`src/rtl/watch_pkg.sv`:
```
// Shared watch definitions: key conditioner state encoding and the clock-derived
// default timings, so every key instance agrees on them.
package watch_pkg;

    typedef enum logic [2:0] {
        IDLE         = 3'd0,
        PRESS_WAIT   = 3'd1,
        HOLD         = 3'd2,
        REPEAT       = 3'd3,
        RELEASE_WAIT = 3'd4
    } key_state_t;

    localparam int unsigned CLK_HZ              = 50_000_000;
    localparam int unsigned KEY_DEBOUNCE_CYCLES = CLK_HZ / 50;  // 20 ms
    localparam int unsigned KEY_REPEAT_DELAY    = CLK_HZ / 2;   // 0.5 s
    localparam int unsigned KEY_REPEAT_PERIOD   = CLK_HZ / 10;  // 0.1 s
    localparam int          KEY_CNT_W           = 25;

endpackage

```
`src/rtl/sync_2ff.sv`:
```
// One-bit two-flop synchroniser for asynchronous inputs; RESET_VAL sets the level
// both flops take on reset.
module sync_2ff #(
    parameter logic RESET_VAL = 1'b0
) (
    input  logic clock,
    input  logic reset,
    input  logic d,
    output logic q
);

    logic ff1;

    always_ff @(posedge clock or posedge reset) begin
        if (reset) begin
            ff1 <= RESET_VAL;
            q   <= RESET_VAL;
        end else begin
            ff1 <= d;
            q   <= ff1;
        end
    end

endmodule

```
`src/rtl/key_pulse_repeat.sv`:
```
// Turns one raw active-low push button into debounced one-clock command pulses,
// with optional auto-repeat while the key stays held.
module key_pulse_repeat
    import watch_pkg::*;
#(
    parameter int unsigned DEBOUNCE_CYCLES = KEY_DEBOUNCE_CYCLES,
    parameter int unsigned REPEAT_DELAY    = KEY_REPEAT_DELAY,
    parameter int unsigned REPEAT_PERIOD   = KEY_REPEAT_PERIOD,
    parameter int unsigned REPEAT_EN       = 1,
    parameter int          CNT_W           = KEY_CNT_W
) (
    input  logic clock,
    input  logic reset,
    input  logic i_key,
    output logic o_pulse,
    output logic o_held
);

    localparam logic [CNT_W-1:0] DB_LAST  = CNT_W'(DEBOUNCE_CYCLES - 1);
    localparam logic [CNT_W-1:0] RD_LAST  = CNT_W'(REPEAT_DELAY - 1);
    localparam logic [CNT_W-1:0] RP_LAST  = CNT_W'(REPEAT_PERIOD - 1);
    localparam logic [CNT_W-1:0] CNT_MAX  = '1;

    logic             key_s;
    key_state_t       state, state_nxt;
    logic [CNT_W-1:0] cnt, cnt_nxt;
    logic             pulse_nxt, held_nxt;

    // Synchroniser resets to the released level so reset never looks like a press.
    sync_2ff #(.RESET_VAL(1'b1)) u_sync (
        .clock (clock),
        .reset (reset),
        .d     (i_key),
        .q     (key_s)
    );

    always_ff @(posedge clock or posedge reset) begin
        if (reset) begin
            state   <= IDLE;
            cnt     <= '0;
            o_pulse <= 1'b0;
            o_held  <= 1'b0;
        end else begin
            state   <= state_nxt;
            cnt     <= cnt_nxt;
            o_pulse <= pulse_nxt;
            o_held  <= held_nxt;
        end
    end

    always_comb begin
        state_nxt = state;
        cnt_nxt   = cnt + CNT_W'(1);
        pulse_nxt = 1'b0;
        case (state)
            IDLE: begin
                cnt_nxt = '0;
                if (!key_s) state_nxt = PRESS_WAIT;
            end
            PRESS_WAIT: begin
                // A release on the terminal cycle is a glitch, so it wins over the pulse.
                if (key_s) begin
                    state_nxt = IDLE;
                end else if (cnt == DB_LAST) begin
                    state_nxt = HOLD;
                    pulse_nxt = 1'b1;
                end
            end
            HOLD: begin
                if (REPEAT_EN != 0) begin
                    if (cnt == RD_LAST) begin
                        state_nxt = REPEAT;
                        pulse_nxt = 1'b1;
                    end
                end else if (cnt == CNT_MAX) begin
                    cnt_nxt = cnt;
                end
                if (key_s) state_nxt = RELEASE_WAIT;
            end
            REPEAT: begin
                if (cnt == RP_LAST) begin
                    pulse_nxt = 1'b1;
                    cnt_nxt   = '0;
                end
                if (key_s) state_nxt = RELEASE_WAIT;
            end
            RELEASE_WAIT: begin
                // A bounce back to pressed restarts the repeat delay without a new pulse.
                if (!key_s) begin
                    state_nxt = HOLD;
                end else if (cnt == DB_LAST) begin
                    state_nxt = IDLE;
                end
            end
            default: begin
                state_nxt = IDLE;
            end
        endcase
        if (state_nxt != state) cnt_nxt = '0;
        held_nxt = (state_nxt == HOLD) || (state_nxt == REPEAT) || (state_nxt == RELEASE_WAIT);
    end

endmodule
```
`config.mk`:
```
export PLATFORM = sky130hd
export DESIGN_NAME = key_pulse_repeat
export DESIGN_NICKNAME = d
export VERILOG_FILES = /design/src/rtl/watch_pkg.sv /design/src/rtl/sync_2ff.sv /design/src/rtl/key_pulse_repeat.sv
export SDC_FILE = /design/constraint.sdc
export NUM_CORES = 1
export LEC_CHECK = 0
export ABC_AREA = 1
export CORE_ASPECT_RATIO = 0.7
export CORE_MARGIN = 2
export CORE_UTILIZATION = 50
export DETAILED_ROUTE_END_ITERATION = 12
export MAX_ROUTING_LAYER = met4
export PLACE_DENSITY = 0.69
export REMOVE_ABC_BUFFERS = 1
export SLEW_MARGIN = 15
export SYNTH_ARGS = -nofsm -noshare
export SYNTH_HDL_FRONTEND = slang
export SYNTH_SLANG_ARGS = --single-unit
```
`constraint.sdc`:
```
create_clock -name clock -period 1.85 [get_ports clock]
set_input_delay 0.37 -clock clock [delete_from_list [all_inputs] [get_ports clock]]
set_output_delay 0.37 -clock clock [all_outputs]
set_load 0.03 [all_outputs]
```
Yosys cells after proc, flatten, opt, wreduce, memory -nomap -nowiden
Cells that the tools add are included.
{"block": "op_classes", "n_addsub": 1, "n_eq_ne": 11, "n_mux": 17, "reduce_logical": 3}
{"cell": "25-bit two-way mux", "n": 2}
{"cell": "25-bit one-hot mux with 2 select lines", "n": 1}
{"cell": "25-bit by 1-bit adder with 25-bit output (second input constant)", "n": 1}
{"cell": "25-bit by 20-bit equality test with 1-bit output (second input constant)", "n": 1}
{"cell": "25-bit by 23-bit equality test with 1-bit output (second input constant)", "n": 1}
{"cell": "25-bit equality test (second input constant)", "n": 1}
{"cell": "3-bit two-way mux", "n": 8}
{"cell": "3-bit one-hot mux with 5 select lines", "n": 1}
{"cell": "3-bit by 2-bit equality test with 1-bit output (second input constant)", "n": 4}
{"cell": "3-bit equality test (second input constant)", "n": 2}
{"cell": "1-bit two-way mux", "n": 4}
{"cell": "3-bit by 1-bit equality test with 1-bit output (second input constant)", "n": 1}
{"cell": "3-bit logical NOT", "n": 1}
{"cell": "3-bit inequality test", "n": 1}
{"cell": "1-bit one-hot mux with 3 select lines", "n": 1}
{"cell": "1-bit logical OR", "n": 2}
{"block": "word_totals", "word_cells": 38, "inputBits": 3, "reg_bits": 32}

Logic depth before layout (Yosys ltp)
{"block": "depth", "ltp_word": 7, "ltp_mapped": 13, "mapped_depth_nobuf": 12}

By module
From an unflattened synthesis, not the netlist that was laid out.
{"block": "hier_totals", "hier_cells": 304, "hier_area_um2": 2275.9}
{"module": "key_pulse_repeat", "cells_per_inst": 301, "instances": 1, "seq_area_each_um2": 750.7, "area_per_inst_um2": 2219.6}
{"module": "sync_2ff", "cells_per_inst": 3, "instances": 1, "seq_area_each_um2": 52.6, "area_per_inst_um2": 56.3}

Least setup slack after synthesis
OpenSTA, ideal clock, no wires.
{"block": "synth_path", "path_kind": "reg-to-reg", "startpoint": "register cnt[0]", "endpoint": "register cnt[12]", "n_path_buf": 1, "synth_period_minus_slack_ps": 1715, "required_ps": 1725, "arrival_ps": 1591, "path_stages_with_launch": 12, "path_slack_ps": 135, "path_cell_list": "dfrtp_1 > ha_1 > nand2_1 > nor2_8 > nand2_2 > nor2_2 > nand2_1 > nand2_1 > nand2_2 > a21oi_4 > buf_6 > nor3_2"}
{"block": "synth_via", "elab_chain_len": 6, "word_cells_on_any_way": 15}
{"item": "start, declared", "line": "key_pulse_repeat.sv:26", "text": "logic [CNT_W-1:0] cnt, cnt_nxt;"}
{"item": "start signal, assigned", "line": "key_pulse_repeat.sv:45", "text": "cnt <= cnt_nxt;"}
{"item": "parallel branches: the longest is 5 deep, another holds 25-bit by 1-bit adder with 25-bit output"}
{"item": "25-bit two-way mux (*)", "line": "key_pulse_repeat.sv:99", "text": "if (state_nxt != state) cnt_nxt = '0;"}
{"item": "via cnt_nxt[12]", "line": "key_pulse_repeat.sv:26"}
Mark *: on every way through the listed nets, which the timed path passes.

Worst setup path in the final report
{"block": "layout_path", "startpoint": "register cnt[6]", "endpoint": "register cnt[12]"}
The elaborated chain is that of the path after synthesis.

==> impl_metrics.toml <==
[hold_path]
min_from = "u_sync.ff1"
min_to = "u_sync.q"
hp-class = "flop to flop"
hold_depth = 0

[final_layout]
finalNetCount = 366
diodes = 0
finalNonFillerCells = 418
area_delta_synth_final_pct = 23.6
final_layout_size_suffix_gt1_share_pct = 28.4

[worst_setup_path]
required_ns = 2.04
crit_type = "flop to flop"
path_common_cell = "nand2_1"
cp_max_fo = 6
reg2reg_depth = 11
crit_family = "simple AND/OR/NAND/NOR gates"
worst-r2r-setup-slack_ns = -0.0004
r2r_start = "cnt[6]"
path_buf_inv = 2
crit_path_end_kind = "flop"
arrival_ns = 2.04
crit_chain = "inv_1 -> nand2_1 -> nor2_2 -> nand2_4 -> nor2_2 -> nand2_1 -> nand2_1 -> nand2_2 -> a21oi_4 -> clkbuf_16 -> nor3_2"
max_stage_delay_ns = 0.39
startpoint_type = "flop"
reg2reg_to = "cnt[12]"
cpMaxStageDelayCell = "dfrtp_1"

[power]
power.density_nw_per_um2 = 545
p_leak_nw = 1.36
vdd_drop_max_mv = 0.444

[sta]
slew_violations = 0
final.setup.worst_slack_ns = -0.000404
slew_headroom_pct = 71.4
rsz0062_at_grt = "true"
worst_pin_slew_ns = 0.430
setup_viol = 1
skew_ns = 0.00852
fin_crit_ns = 1.85
max_clock_freq_mhz = 540
finalSetupTns_ns = -0.000404
fin_crit_sh_pct = 100
report.final.hold_viol_count = 0

[drt]
drt-total-wl_um = 6870
routed_via_density = 5.58
remaining_drc_errors = 0
ant_nets = 0
drt_iter0_markers = 178
dr_total_vias = 2331
wl_per_cell_um = 16.4
first_pass_iters = 5

[clock_tree]
cts_buffers = 5
clockBufferDepth = 2
clk_latency_ns = 0.30
cts_tree = "built"
hold_buffers = 0
cts_root_buffer = "clkbuf_8"
ctsHtreeMaxLevel = 2
cts_sinks = 32
cts.clk_slew.worst_paths_ns = 0.07

[floorplanning]
die_height_um = 61.1
ioPinCount = 5
initial_core_util_pct = 52.8
die-area_um2 = 5220
num_rows = 20
die_w_um = 85.5
coreArea_um2 = 4400

[global_route]
grt_max_degree = 33
track_usage_pct = 27.8
grt_overflow = 0
grt_pass1_vias = 2101
grt_pass1_wl_um = 10500
antenna_found_initial = 0

[placed_design]
dp.cells = 403
io_buffers = 4
dp_hpwl_um = 4880
gp_congestion = 0.985

[status]
violations = "negative setup slack"
status = "finished, violations left"

[synthesis]
synth-seq-area-share_pct = 34.5
synthCells = 325
async_flop_share_pct = 100
synth_area_um2 = 2330
ys_ff_latch = 32
synth_flop_cell = "dfrtp_1"
synth.distinct_cells = 30
ys_warn_count = 0
synth-edff-count = 0
avgSynthCellArea_um2 = 7.16

[flow_run]
cap_violations = 0
-- worst max-delay path by stage --
stage	start	slack (ns)	depth (start not counted)	to
final	cnt[6]	-0.0004	11	cnt[12]
after floorplan	cnt[0]	-0.17	8	cnt[11]
after global placement	cnt[0]	0.07	13	cnt[1]
after CTS	cnt[0]	0.03	13	cnt[24]
after global routing	cnt[0]	-0.06	11	cnt[3]
after detailed placement	cnt[0]	-0.004	13	cnt[24]
-- synthesized netlist by cell type, types with 2 or more instances --
cell type / instances / share of area (%)
nor2_1: 36 / 5.8
xor2_1: 2 / 0.75
nand2_2: 5 / 1.3
nand3_2: 2 / 0.86
nand4_1: 9 / 2.4
dfrtp_1: 30 / 32
nor3_2: 20 / 8.6
nor2_2: 4 / 1.1
inv_1: 37 / 6.0
dfstp_2: 2 / 2.3
buf_2: 2 / 0.43
nand2_1: 87 / 14
or2_2: 5 / 1.3
nand3_1: 46 / 9.9
nor3_4: 2 / 1.4
inv_2: 7 / 1.1
buf_6: 4 / 1.9
o221ai_1: 2 / 0.75
nor3_1: 12 / 2.6
-- metal layers --
layer	vias to the layer above	share of wire [%]	wire [µm]	track usage, %
met3	8	7.3	505	6.97
met2	93	42	2880	37.8
met5	-	0	0	-
li1	1130	-	-	-
met1	1100	50	3440	41.2
met4	0	0.79	54	6.35
-- cell type report --
class / count / area [µm²]
Fill cell: 393 / 1530
Sequential cell: 32 / 803
Clock inverter: 1 / 7.51
Timing Repair Buffer: 36 / 373
Inverter: 44 / 165
Clock buffer: 7 / 86.3
Multi-Input combinational cell: 243 / 1370
Tap cell: 55 / 68.8
-- where the power goes --
group | internal, mW | switching, mW | leakage (nW)
clock | 0.302 | 0.287 | 0.0445
combinational | 0.0916 | 0.160 | 0.874
sequential | 0.715 | 0.0117 | 0.437
total | 1.11 | 0.458 | 1.36
-- what timing repair did --
item	CTS	global route
gates resized for setup	1	19
setup endpoints to repair	2	25
pin swaps	0	8
cloned	0	3
endpoints found under the hold margin	0	0
setup buffers	0	4
-- stage by stage --
step | setup slack (ns) | cell area (µm²) | power, mW | utilization [%] | hold WS, ns
2_1_floorplan | -0.175 | 2270 | 0.856 | - | 0.345
3_3_place_gp | 0.0657 | 2620 | 0.937 | 59.5 | 0.348
3_5_place_dp | -0.00399 | 2620 | 0.939 | 59.5 | 0.348
4_1_cts | 0.0315 | 2720 | 1.52 | 61.6 | 0.358
5_1_grt | -0.0626 | 2880 | 1.63 | 65.3 | 0.360
6_report | -0.000404 | 2880 | 1.57 | 65.3 | 0.357
-- cells by family after synthesis --
family	after synthesis	share of synthesized area, %
AND/OR/NAND/NOR	231	51.5
buffers and inverters	50	9.46
flip-flops	32	34.5
AO/OA/AOI/OAI	9	3.23
XOR/XNOR	2	0.753
adder cells (fa/ha/maj)	1	0.538
-- layout by cell type, fill, tap and decap left out, types with 5 or more instances in the layout --
cell	instances
inv_2	8
nand2_1	82
inv_1	36
nor2_2	6
nor3_2	18
nor2_1	32
dfrtp_1	30
nand4_1	9
or2_2	5
nor3_4	5
clkbuf_8	6
nor3_1	11
buf_4	24
nand3_1	46
nand2_2	8
-- sequential cells by signal, summed over array words and instances, names as in the netlist --
name,count
cnt,25
u_sync.ff1,1
o_held,1
state,3
o_pulse,1
u_sync.q,1
Note: power is estimated with default switching activity, not from simulation.
